--- config.mk ---
export PLATFORM = sky130hd
export DESIGN_NAME = hazard_stall_unit_flat
export DESIGN_NICKNAME = d
export VERILOG_FILES = /design/src/rtl/cpu_pipe_pkg.sv /design/src/rtl/hazard_stall_unit_if.sv /design/src/rtl/fp_latency_counter.sv /design/src/rtl/hazard_stall_unit.sv /design/src/flat_wrapper.sv
export SDC_FILE = /design/constraint.sdc
export NUM_CORES = 1
export LEC_CHECK = 0
export CAP_MARGIN = 40
export CORE_AREA = 4 4 52 54
export DETAILED_ROUTE_END_ITERATION = 8
export DIE_AREA = 0 0 56 58
export GPL_TIMING_DRIVEN = 1
export PLACE_DENSITY_LB_ADDON = 0.25
export SETUP_SLACK_MARGIN = 0.05
export SYNTH_ARGS = -nofsm -noshare
export SYNTH_HDL_FRONTEND = slang
export SYNTH_SLANG_ARGS = --single-unit
--- constraint.sdc ---
create_clock -name clk -period 2.6 [get_ports clk]
set_input_delay 0.78 -clock clk [delete_from_list [all_inputs] [get_ports clk]]
set_output_delay 0.78 -clock clk [all_outputs]
set_load 0.05 [all_outputs]
--- src/rtl/cpu_pipe_pkg.sv ---
// Shared pipeline definitions: FP op codes and the stall FSM state encoding.
package cpu_pipe_pkg;

  localparam logic [2:0] FP_NOP = 3'd0;
  localparam logic [2:0] FP_ADD = 3'd1;
  localparam logic [2:0] FP_SUB = 3'd2;
  localparam logic [2:0] FP_MUL = 3'd3;
  localparam logic [2:0] FP_DIV = 3'd4;

  typedef enum logic [0:0] {
    IDLE    = 1'b0,
    FP_BUSY = 1'b1
  } hsu_state_e;

endpackage

--- src/rtl/hazard_stall_unit_if.sv ---
// ID-stage operand info, EX-stage producer info and the stall/bubble controls.
interface hazard_stall_unit_if;
  logic [4:0] rsId;
  logic [4:0] rtId;
  logic       useRsId;
  logic       useRtId;
  logic [4:0] rWEx;
  logic       memReadEx;
  logic       regWrEx;
  logic [2:0] fp_exCtrlEx;
  logic       pcWrite;
  logic       ifIdWrite;
  logic       idExWrite;
  logic       idExBubble;
  logic       fpBusy;

  modport master (
    output rsId, rtId, useRsId, useRtId, rWEx, memReadEx, regWrEx, fp_exCtrlEx,
    input  pcWrite, ifIdWrite, idExWrite, idExBubble, fpBusy
  );

  modport slave (
    input  rsId, rtId, useRsId, useRtId, rWEx, memReadEx, regWrEx, fp_exCtrlEx,
    output pcWrite, ifIdWrite, idExWrite, idExBubble, fpBusy
  );
endinterface

--- src/rtl/fp_latency_counter.sv ---
// Down-counter tracking the remaining EX occupancy of a multi-cycle FP op.
// done marks the last cycle the op holds EX.
module fp_latency_counter #(
  parameter int W = 5
) (
  input  logic         clk,
  input  logic         rst_n,
  input  logic         load,
  input  logic [W-1:0] load_val,
  input  logic         dec,
  output logic         done
);

  logic [W-1:0] cnt_r;

  // Load on FP op entry, count down while busy, never wrap below zero.
  always_ff @(posedge clk) begin
    if (!rst_n) begin
      cnt_r <= '0;
    end else if (load) begin
      cnt_r <= load_val;
    end else if (dec && (cnt_r != '0)) begin
      cnt_r <= cnt_r - W'(1);
    end else begin
      cnt_r <= cnt_r;
    end
  end

  assign done = (cnt_r == W'(1));

endmodule

--- src/rtl/hazard_stall_unit.sv ---
// ID-stage hazard unit: freezes the front end for multi-cycle FP ops in EX
// and inserts a one-cycle bubble for integer load-use dependencies.
module hazard_stall_unit
  import cpu_pipe_pkg::*;
#(
  parameter int FP_ADD_LAT = 2,
  parameter int FP_MUL_LAT = 4,
  parameter int FP_DIV_LAT = 12
) (
  input logic               clk,
  input logic               rst_n,
  hazard_stall_unit_if.slave hz
);

  localparam int MAX_AM  = (FP_ADD_LAT > FP_MUL_LAT) ? FP_ADD_LAT : FP_MUL_LAT;
  localparam int MAX_LAT = (MAX_AM > FP_DIV_LAT) ? MAX_AM : FP_DIV_LAT;
  localparam int CNT_W   = $clog2(MAX_LAT) + 1;

  typedef logic [CNT_W-1:0] cnt_t;

  // EX occupancy of an FP op; anything that is not a real FP op takes one cycle.
  function automatic cnt_t lat_of(input logic [2:0] op);
    cnt_t lat_v;
    case (op)
      FP_ADD, FP_SUB: lat_v = cnt_t'(FP_ADD_LAT);
      FP_MUL:         lat_v = cnt_t'(FP_MUL_LAT);
      FP_DIV:         lat_v = cnt_t'(FP_DIV_LAT);
      default:        lat_v = cnt_t'(1);
    endcase
    return lat_v;
  endfunction

  hsu_state_e state_r;
  hsu_state_e state_nxt_s;
  cnt_t       lat_s;
  logic       frozen_s;
  logic       cnt_load_s;
  logic       cnt_dec_s;
  logic       cnt_done_s;
  logic       load_use_s;

  assign lat_s = lat_of(hz.fp_exCtrlEx);

  fp_latency_counter #(
    .W(CNT_W)
  ) u_cnt (
    .clk      (clk),
    .rst_n    (rst_n),
    .load     (cnt_load_s),
    .load_val (lat_s - cnt_t'(1)),
    .dec      (cnt_dec_s),
    .done     (cnt_done_s)
  );

  // FSM state register.
  always_ff @(posedge clk) begin
    if (!rst_n) begin
      state_r <= IDLE;
    end else begin
      state_r <= state_nxt_s;
    end
  end

  // Next state and freeze decision: entry cycle and all busy cycles except the last freeze.
  always_comb begin
    state_nxt_s = state_r;
    frozen_s    = 1'b0;
    cnt_load_s  = 1'b0;
    cnt_dec_s   = 1'b0;
    case (state_r)
      IDLE: begin
        if (lat_s > cnt_t'(1)) begin
          state_nxt_s = FP_BUSY;
          frozen_s    = 1'b1;
          cnt_load_s  = 1'b1;
        end else begin
          state_nxt_s = IDLE;
        end
      end
      FP_BUSY: begin
        cnt_dec_s = 1'b1;
        if (cnt_done_s) begin
          state_nxt_s = IDLE;
        end else begin
          frozen_s = 1'b1;
        end
      end
      default: begin
        state_nxt_s = IDLE;
      end
    endcase
  end

  // Integer load-use: the loaded register (never r0) is read by the ID instruction.
  always_comb begin
    load_use_s = hz.memReadEx && hz.regWrEx && (hz.rWEx != 5'd0) &&
                 ((hz.useRsId && (hz.rsId == hz.rWEx)) ||
                  (hz.useRtId && (hz.rtId == hz.rWEx)));
  end

  // Output mux: FP freeze outranks the load-use bubble.
  always_comb begin
    hz.pcWrite    = 1'b1;
    hz.ifIdWrite  = 1'b1;
    hz.idExWrite  = 1'b1;
    hz.idExBubble = 1'b0;
    hz.fpBusy     = 1'b0;
    if (frozen_s) begin
      hz.pcWrite   = 1'b0;
      hz.ifIdWrite = 1'b0;
      hz.idExWrite = 1'b0;
      hz.fpBusy    = 1'b1;
    end else if (load_use_s) begin
      hz.pcWrite    = 1'b0;
      hz.ifIdWrite  = 1'b0;
      hz.idExBubble = 1'b1;
    end else begin
      hz.pcWrite = 1'b1;
    end
  end

endmodule

--- src/flat_wrapper.sv ---
// flat-port wrapper written by rule: the top's interface ports become plain ports
module hazard_stall_unit_flat import cpu_pipe_pkg::*;
#(
  parameter int FP_ADD_LAT = 2,
  parameter int FP_MUL_LAT = 4,
  parameter int FP_DIV_LAT = 12
)
  (clk, rst_n, hz_rsId, hz_rtId, hz_useRsId, hz_useRtId, hz_rWEx, hz_memReadEx, hz_regWrEx, hz_fp_exCtrlEx, hz_pcWrite, hz_ifIdWrite, hz_idExWrite, hz_idExBubble, hz_fpBusy);
  hazard_stall_unit_if hz_i ();
  input logic clk;
  input logic rst_n;
  input wire logic [$bits(hz_i.rsId)-1:0] hz_rsId;
  input wire logic [$bits(hz_i.rtId)-1:0] hz_rtId;
  input wire logic [$bits(hz_i.useRsId)-1:0] hz_useRsId;
  input wire logic [$bits(hz_i.useRtId)-1:0] hz_useRtId;
  input wire logic [$bits(hz_i.rWEx)-1:0] hz_rWEx;
  input wire logic [$bits(hz_i.memReadEx)-1:0] hz_memReadEx;
  input wire logic [$bits(hz_i.regWrEx)-1:0] hz_regWrEx;
  input wire logic [$bits(hz_i.fp_exCtrlEx)-1:0] hz_fp_exCtrlEx;
  output wire logic [$bits(hz_i.pcWrite)-1:0] hz_pcWrite;
  output wire logic [$bits(hz_i.ifIdWrite)-1:0] hz_ifIdWrite;
  output wire logic [$bits(hz_i.idExWrite)-1:0] hz_idExWrite;
  output wire logic [$bits(hz_i.idExBubble)-1:0] hz_idExBubble;
  output wire logic [$bits(hz_i.fpBusy)-1:0] hz_fpBusy;
  assign hz_i.rsId = hz_rsId;
  assign hz_i.rtId = hz_rtId;
  assign hz_i.useRsId = hz_useRsId;
  assign hz_i.useRtId = hz_useRtId;
  assign hz_i.rWEx = hz_rWEx;
  assign hz_i.memReadEx = hz_memReadEx;
  assign hz_i.regWrEx = hz_regWrEx;
  assign hz_i.fp_exCtrlEx = hz_fp_exCtrlEx;
  assign hz_pcWrite = hz_i.pcWrite;
  assign hz_ifIdWrite = hz_i.ifIdWrite;
  assign hz_idExWrite = hz_i.idExWrite;
  assign hz_idExBubble = hz_i.idExBubble;
  assign hz_fpBusy = hz_i.fpBusy;
  hazard_stall_unit #(.FP_ADD_LAT(FP_ADD_LAT), .FP_MUL_LAT(FP_MUL_LAT), .FP_DIV_LAT(FP_DIV_LAT)) u_core (.clk(clk), .rst_n(rst_n), .hz(hz_i));
endmodule
; Yosys cells after proc, flatten, opt, wreduce, memory -nomap -nowiden
; Index checks and enable logic that the tools add are counted.
[classes]
mux = 14
order_cmp = 1
n_addsub = 2
n_bitwise = 1
n_reduce_logical = 11
n_eq_ne = 7
[op_table]
columns = operator, count
row1 = 4-bit case mux with 3 select lines, 1
row2 = 5-bit equality test, 2
row3 = 1-bit two-way mux, 10
row4 = 5-bit two-way mux, 2
row5 = 5-bit nonzero test, 2
row6 = 3-bit by 2-bit equality test with 1-bit output (second input constant), 2
row7 = 1-bit logical AND, 6
row8 = 5-bit by 1-bit equality test with 1-bit output (second input constant), 1
row9 = 4-bit by 1-bit subtractor with 5-bit output (second input constant), 1
row10 = 5-bit by 1-bit subtractor with 5-bit output (second input constant), 1
row11 = 4-bit by 1-bit greater-than comparator with 1-bit output (second input constant), 1
row12 = 3-bit by 1-bit equality test with 1-bit output (second input constant), 1
row13 = 3-bit equality test (second input constant), 1
row14 = 1-bit case mux with 2 select lines, 1
row15 = 2-bit nonzero test, 1
row16 = 2-bit OR reduction, 1
row17 = 1-bit logical OR, 1
row18 = 1-bit NOT, 1
[word_totals]
wordCells = 38
out_inout_bits = 5
register_bits = 6
in_bits = 24

; Longest topological paths before layout
[logic_depth]
depth_word = 7
depth_mapped = 7
depth_no_buf = 6

; By module
; A second synthesis with hierarchy kept.
[hier_totals]
cells_unflattened = 74
hier_area_um2 = 568.0
[modules_own_cells]
columns = mod, cells_each, seq_area_each_um2, instances, area_per_inst_um2
row1 = fp_latency_counter, 40, 100.1, 1, 317.8
row2 = hazard_stall_unit, 34, 20.0, 1, 250.2

; Worst setup path before layout
; No wires, ideal clock.
[synth_timing]
kind = input-to-output
startpoint = in hz_fp_exCtrlEx[2]
endpoint = out hz_idExBubble
stages = 4
path_buffers = 0
path_slack_ns = -1.285
required_time_ns = 1.820
arrival_ns = 3.105
cell_sequence = nor3_1 > nor3_1 > a21o_1 > nor4bb_1
[synth_via]
elab_chain_cells = 7
elab_cells_between_ends = 10
cone_classes = order compare: 1 / eq/ne: 4 / mux: 4 / reduce/logical: 1
[synth_lines]
columns = item, line_no
row1 = "start, declared", flat_wrapper.sv:19  ; input wire logic [$bits(hz_i.fp_exCtrlEx)-1:0] hz_fp_exCtrlEx;
row2 = 3-bit by 1-bit equality test with 1-bit output / 3-bit by 2-bit equality test with 1-bit output (equally long branches), hazard_stall_unit.sv:24  ; case (op)
row3 = 2-bit OR reduction, hazard_stall_unit.sv:24
row4 = 4-bit case mux with 3 select lines (*), hazard_stall_unit.sv:24
row5 = 4-bit by 1-bit greater-than comparator with 1-bit output (*), hazard_stall_unit.sv:72  ; if (lat_s > cnt_t'(1)) begin
row6 = 1-bit two-way mux (*), hazard_stall_unit.sv:72
row7 = 1-bit case mux with 2 select lines (*), hazard_stall_unit.sv:70  ; case (state_r)
row8 = 1-bit two-way mux (*), hazard_stall_unit.sv:108  ; if (frozen_s) begin
row9 = "end, declared", flat_wrapper.sv:23  ; output wire logic [$bits(hz_i.idExBubble)-1:0] hz_idExBubble;
; Mark *: on every way between the ends. The rest lies on a longest branch, timed or not.

; Worst setup path after layout
[layout_timing]
startpoint = in hz_memReadEx
endpoint = out hz_idExBubble
[layout_via]
elab_chain_cells = 5
[layout_lines]
columns = item, line_no
row1 = "start, declared", flat_wrapper.sv:17  ; input wire logic [$bits(hz_i.memReadEx)-1:0] hz_memReadEx;
row2 = 1-bit logical AND (3 in a row), hazard_stall_unit.sv:96  ; load_use_s = hz.memReadEx && hz.regWrEx && (hz.rWEx != 5'd0) &&
row3 = 1-bit two-way mux, hazard_stall_unit.sv:113  ; end else if (load_use_s) begin
row4 = 1-bit two-way mux, hazard_stall_unit.sv:108
; Every way passes these cells.

==> out/metrics.sh <==
CRIT_PATH_CELLS='clkdlybuf4s50_1, nand2_2, nor4bb_4, buf_12'
PATH_CLK_SLEW_NS=0.05
DPL.HPWL_UM=1320
LARGEST_CELLS_BY_AREA_AFTER_SYNTHESIS='dfxtp_1 (22%), xnor2_1 (19%), ha_1 (7.0%)'
AREA_DELTA_SYNTH_FINAL_PCT=91.6
CORE_AREA_MM2=0.00221
SYNTH_LARGEST_TYPE_AREA_FRACTION=0.223
DRTPASS1ITERATIONS=3
HP-START='u_core.u_cnt.cnt_r[3]'
PLACE.GP.CONGESTION=0.755
FIN_SKEW_NS=0.00237
YOSYS_WARNINGS=0
INST_COUNT_DP=122
FP-ROW-COUNT=17
DIE_HEIGHT_UM=58
DRT.ANTENNA.VIOLATING_NETS=0
RSZ0062_AT_GRT='true'
SYNTH_SEQ_CELLS=6
POWER_REPORT.INTERNAL_TOTAL_mW=0.303
SYNTH_NETS=90
CRIT_SLOWEST_CELL='clkdlybuf4s50_1'
OVERFLOW=0
GLOBAL_ROUTE_WIRE_LENGTH_BEFORE_REPAIR_UM=2670
POST-ROUTE-WORST-SETUP-SLACK_NS=-0.0464
P_SWITCHING_mW=0.186
SYN_AVG_CELL_AREA_UM2=8.56
VIAS=607
SWITCHING_SHARE_OF_TOTAL_POWER=0.380
IOS=29
SYNTH.LIB_CELLS_USED.DISTINCT=28
SEQ_POWER_SHARE=0.241
FLOORPLAN.INITIALDENSITY=0.244
WORST_PATH_LARGEST_CELL_DELAY_NS=0.49
FIRST_GLOBAL_VIAS=675
CLKLATENCYLATEPIN_NS=0.25
CLOCK_TREE_FROM_TRITONCTS='yes'
SETUP_VIOLATIONS=2
CRITPATHREQUIREDTIME_NS=1.82
REGTOREGSTARTPOINT='u_core.u_cnt.cnt_r[0]'
POST_DRT_WL_PER_CELL_UM=12.2
POWER_DENSITY_mW_PER_MM2=473
CLOCK-ROOT-BUFFER='clkbuf_4'
ROUTED_WL_UM=1590
DRCVIOLATIONCOUNT=0
PIN_COUNT_OF_THE_BIGGEST_NET_ENTERING_GLOBAL_ROUTING=9
DEEPEST_CLOCK_PATH_BUFFER_COUNT=2
ARRIVAL_NS=1.87
POWER_FRAC_COMB=0.572
YOSYSSEQAREASHARE=0.223
CRIT_PATH_END_KIND='output port'
TOTAL_ROUTING_USAGE_GR=0.105
TIMING.CRITICAL_PATH.FANOUT_MAX=2
REPORT.FINAL.SLEW_VIOL_COUNT=0
LAYOUT_MIN_CYCLE_TIME_NS=2.65
HOLD_PATH_CLASS='reg2reg'
CRIT_PATH_CATEGORY='in2out'
CTS.SINKS=6
PORT_BUFFERS=28
NUMNETS_FINAL=131
DRIVE_ABOVE_1_SHARE=0.520
DRT_FIRST_ITER_VIOLATIONS=3
CP-STARTPOINT='hz_memReadEx'
HOLD_WS_NS=0.519
WORST_SETUP_PATH_START_KIND='input port'
DESIGN.DIE.AREA_MM2=0.00325
TIGHTEST_SLEW_NS=0.306
HOLDBUFCOUNTCTS=0
YOSYSTOPAREACELL='dfxtp_1'
TIMING_HOLD_VIOLATIONS_FINAL=0
FMAX_MHz=378
HTREE_LEVELS=1
PLACEMENT_STAGE_WORST_SETUP_SLACK_NS=-0.531
CTS_MADE_BUFFERS=3
PERIOD_SHARE=1.02
NETLIST_INSTANCES=63
LEAKAGE_nW=0.453
SYNTHESIZED_AREA_UM2=539
VIAS_PER_CELL=4.67
DIE_X_UM=56
STATUS='complete, but fails checks'
VDD_DROP_MAX_V=0.000376
VIOLATIONS='setup timing'
ANTENNA_FOUND_INITIAL=0
ANTENNA_CELLS=0
MAX-SLEW-MARGIN-REL=0.796
FINAL-INSTANCE-COUNT-EXCL-FILL=130
P_CLK_FRAC=0.187
N_FILL_CELL=233
MAX-CAP-VIOLATIONS=0
[what timing repair did]
action	in CTS	in global routing
pin swaps	19	10
hold endpoints to repair	0	0
endpoints found under the setup margin	5	4
setup buffers	2	3
resized for setup	83	13
[through the flow]
stage | util | power, mW | instance area [µm²] | TNS (ns)
floorplan | - | 0.274 | 601 | -0.375
global route | 0.467 | 0.517 | 1030 | -0.190
finish | 0.467 | 0.489 | 1030 | -0.0487
global placement | 0.439 | 0.379 | 972 | -2.13
detailed placement | 0.439 | 0.383 | 972 | -2.23
CTS | 0.441 | 0.477 | 976 | -0.0482
[worst max-delay path: cells and delay by family]
kind,cells,cell delay (ns)
AND/OR/NAND/NOR,2,0.41
buffers and inverters,2,0.67
[path summary, 6_finish.rpt]
path	end	slack, ns	depth (start not counted)
worst max register to register	u_core.u_cnt.cnt_r[3]	0.90	6
worst max-delay path	hz_idExBubble	-0.05	4
worst min-delay path	u_core.u_cnt.cnt_r[3]	0.52	1
worst min register to register	u_core.u_cnt.cnt_r[3]	0.52	1
[state kept, by name (all words and copies together) (netlist names)]
signal	flops
u_core.state_r	1
u_core.u_cnt.cnt_r	5
[per-layer routing]
metal,vias up,track usage,part of all wire
met5,-,0,0
met4,0,0.0305,0.011
met3,4,0.0624,0.10
met2,21,0.200,0.50
met1,279,0.0915,0.38
li1,303,-,-
[power by group through the flow]
stage	Combinational, mW	Sequential (mW)	Clock, mW
6_report	0.280	0.118	0.0917
2_1_floorplan	0.161	0.113	0
4_1_cts	0.265	0.117	0.0941
3_5_place_dp	0.264	0.119	0
5_1_grt	0.297	0.120	0.0995
3_3_place_gp	0.259	0.119	0
[cell families (layout without fill, tap and decap cells)]
family	after synthesis	after routing	synth area share
and+or+nand+nor	23	23	0.251
muxes	1	1	0.0186
buffers and inverters	6	45	0.0626
DFF	6	6	0.223
AOI/OAI and AO/OA	11	11	0.165
adders and majority gates	3	3	0.0696
xor gates and xnor gates	13	13	0.211
[final cells by class]
cell class,instances,area [µm²],share of cell area
inverters,3,11.3,0.0109
well taps,28,35.0,0.0339
clock buffers,3,22.5,0.0218
repair buffers,39,355,0.344
flip-flops and latches,6,120,0.116
multi-input cells,51,489,0.473
[cell usage in the layout, fill, tap and decap left out, types with 4 or more instances in the layout]
cell | synthesis | routed
xnor2_2 | 0 | 5
xnor2_1 | 12 | 7
buf_4 | 1 | 11
buf_12 | 0 | 4
buf_6 | 1 | 5
buf_2 | 0 | 11
dfxtp_1 | 6 | 6
[Yosys cell counts (all sizes together)]
master,n
nand3b,1
xnor2,12
clkbuf,1
mux2i,1
nand4,3
a21o,1
o21a,2
xor2,1
nor4bb,1
o31ai,3
a211oi,2
nor3b,1
and2,3
o22ai,1
nand2,4
ha,3
nor2,3
a311oi,1
buf,2
a41oi,1
nor3,5
or4b,1
dfxtp,6
nand3,1
inv,3
(Power assumes the default switching activity.)
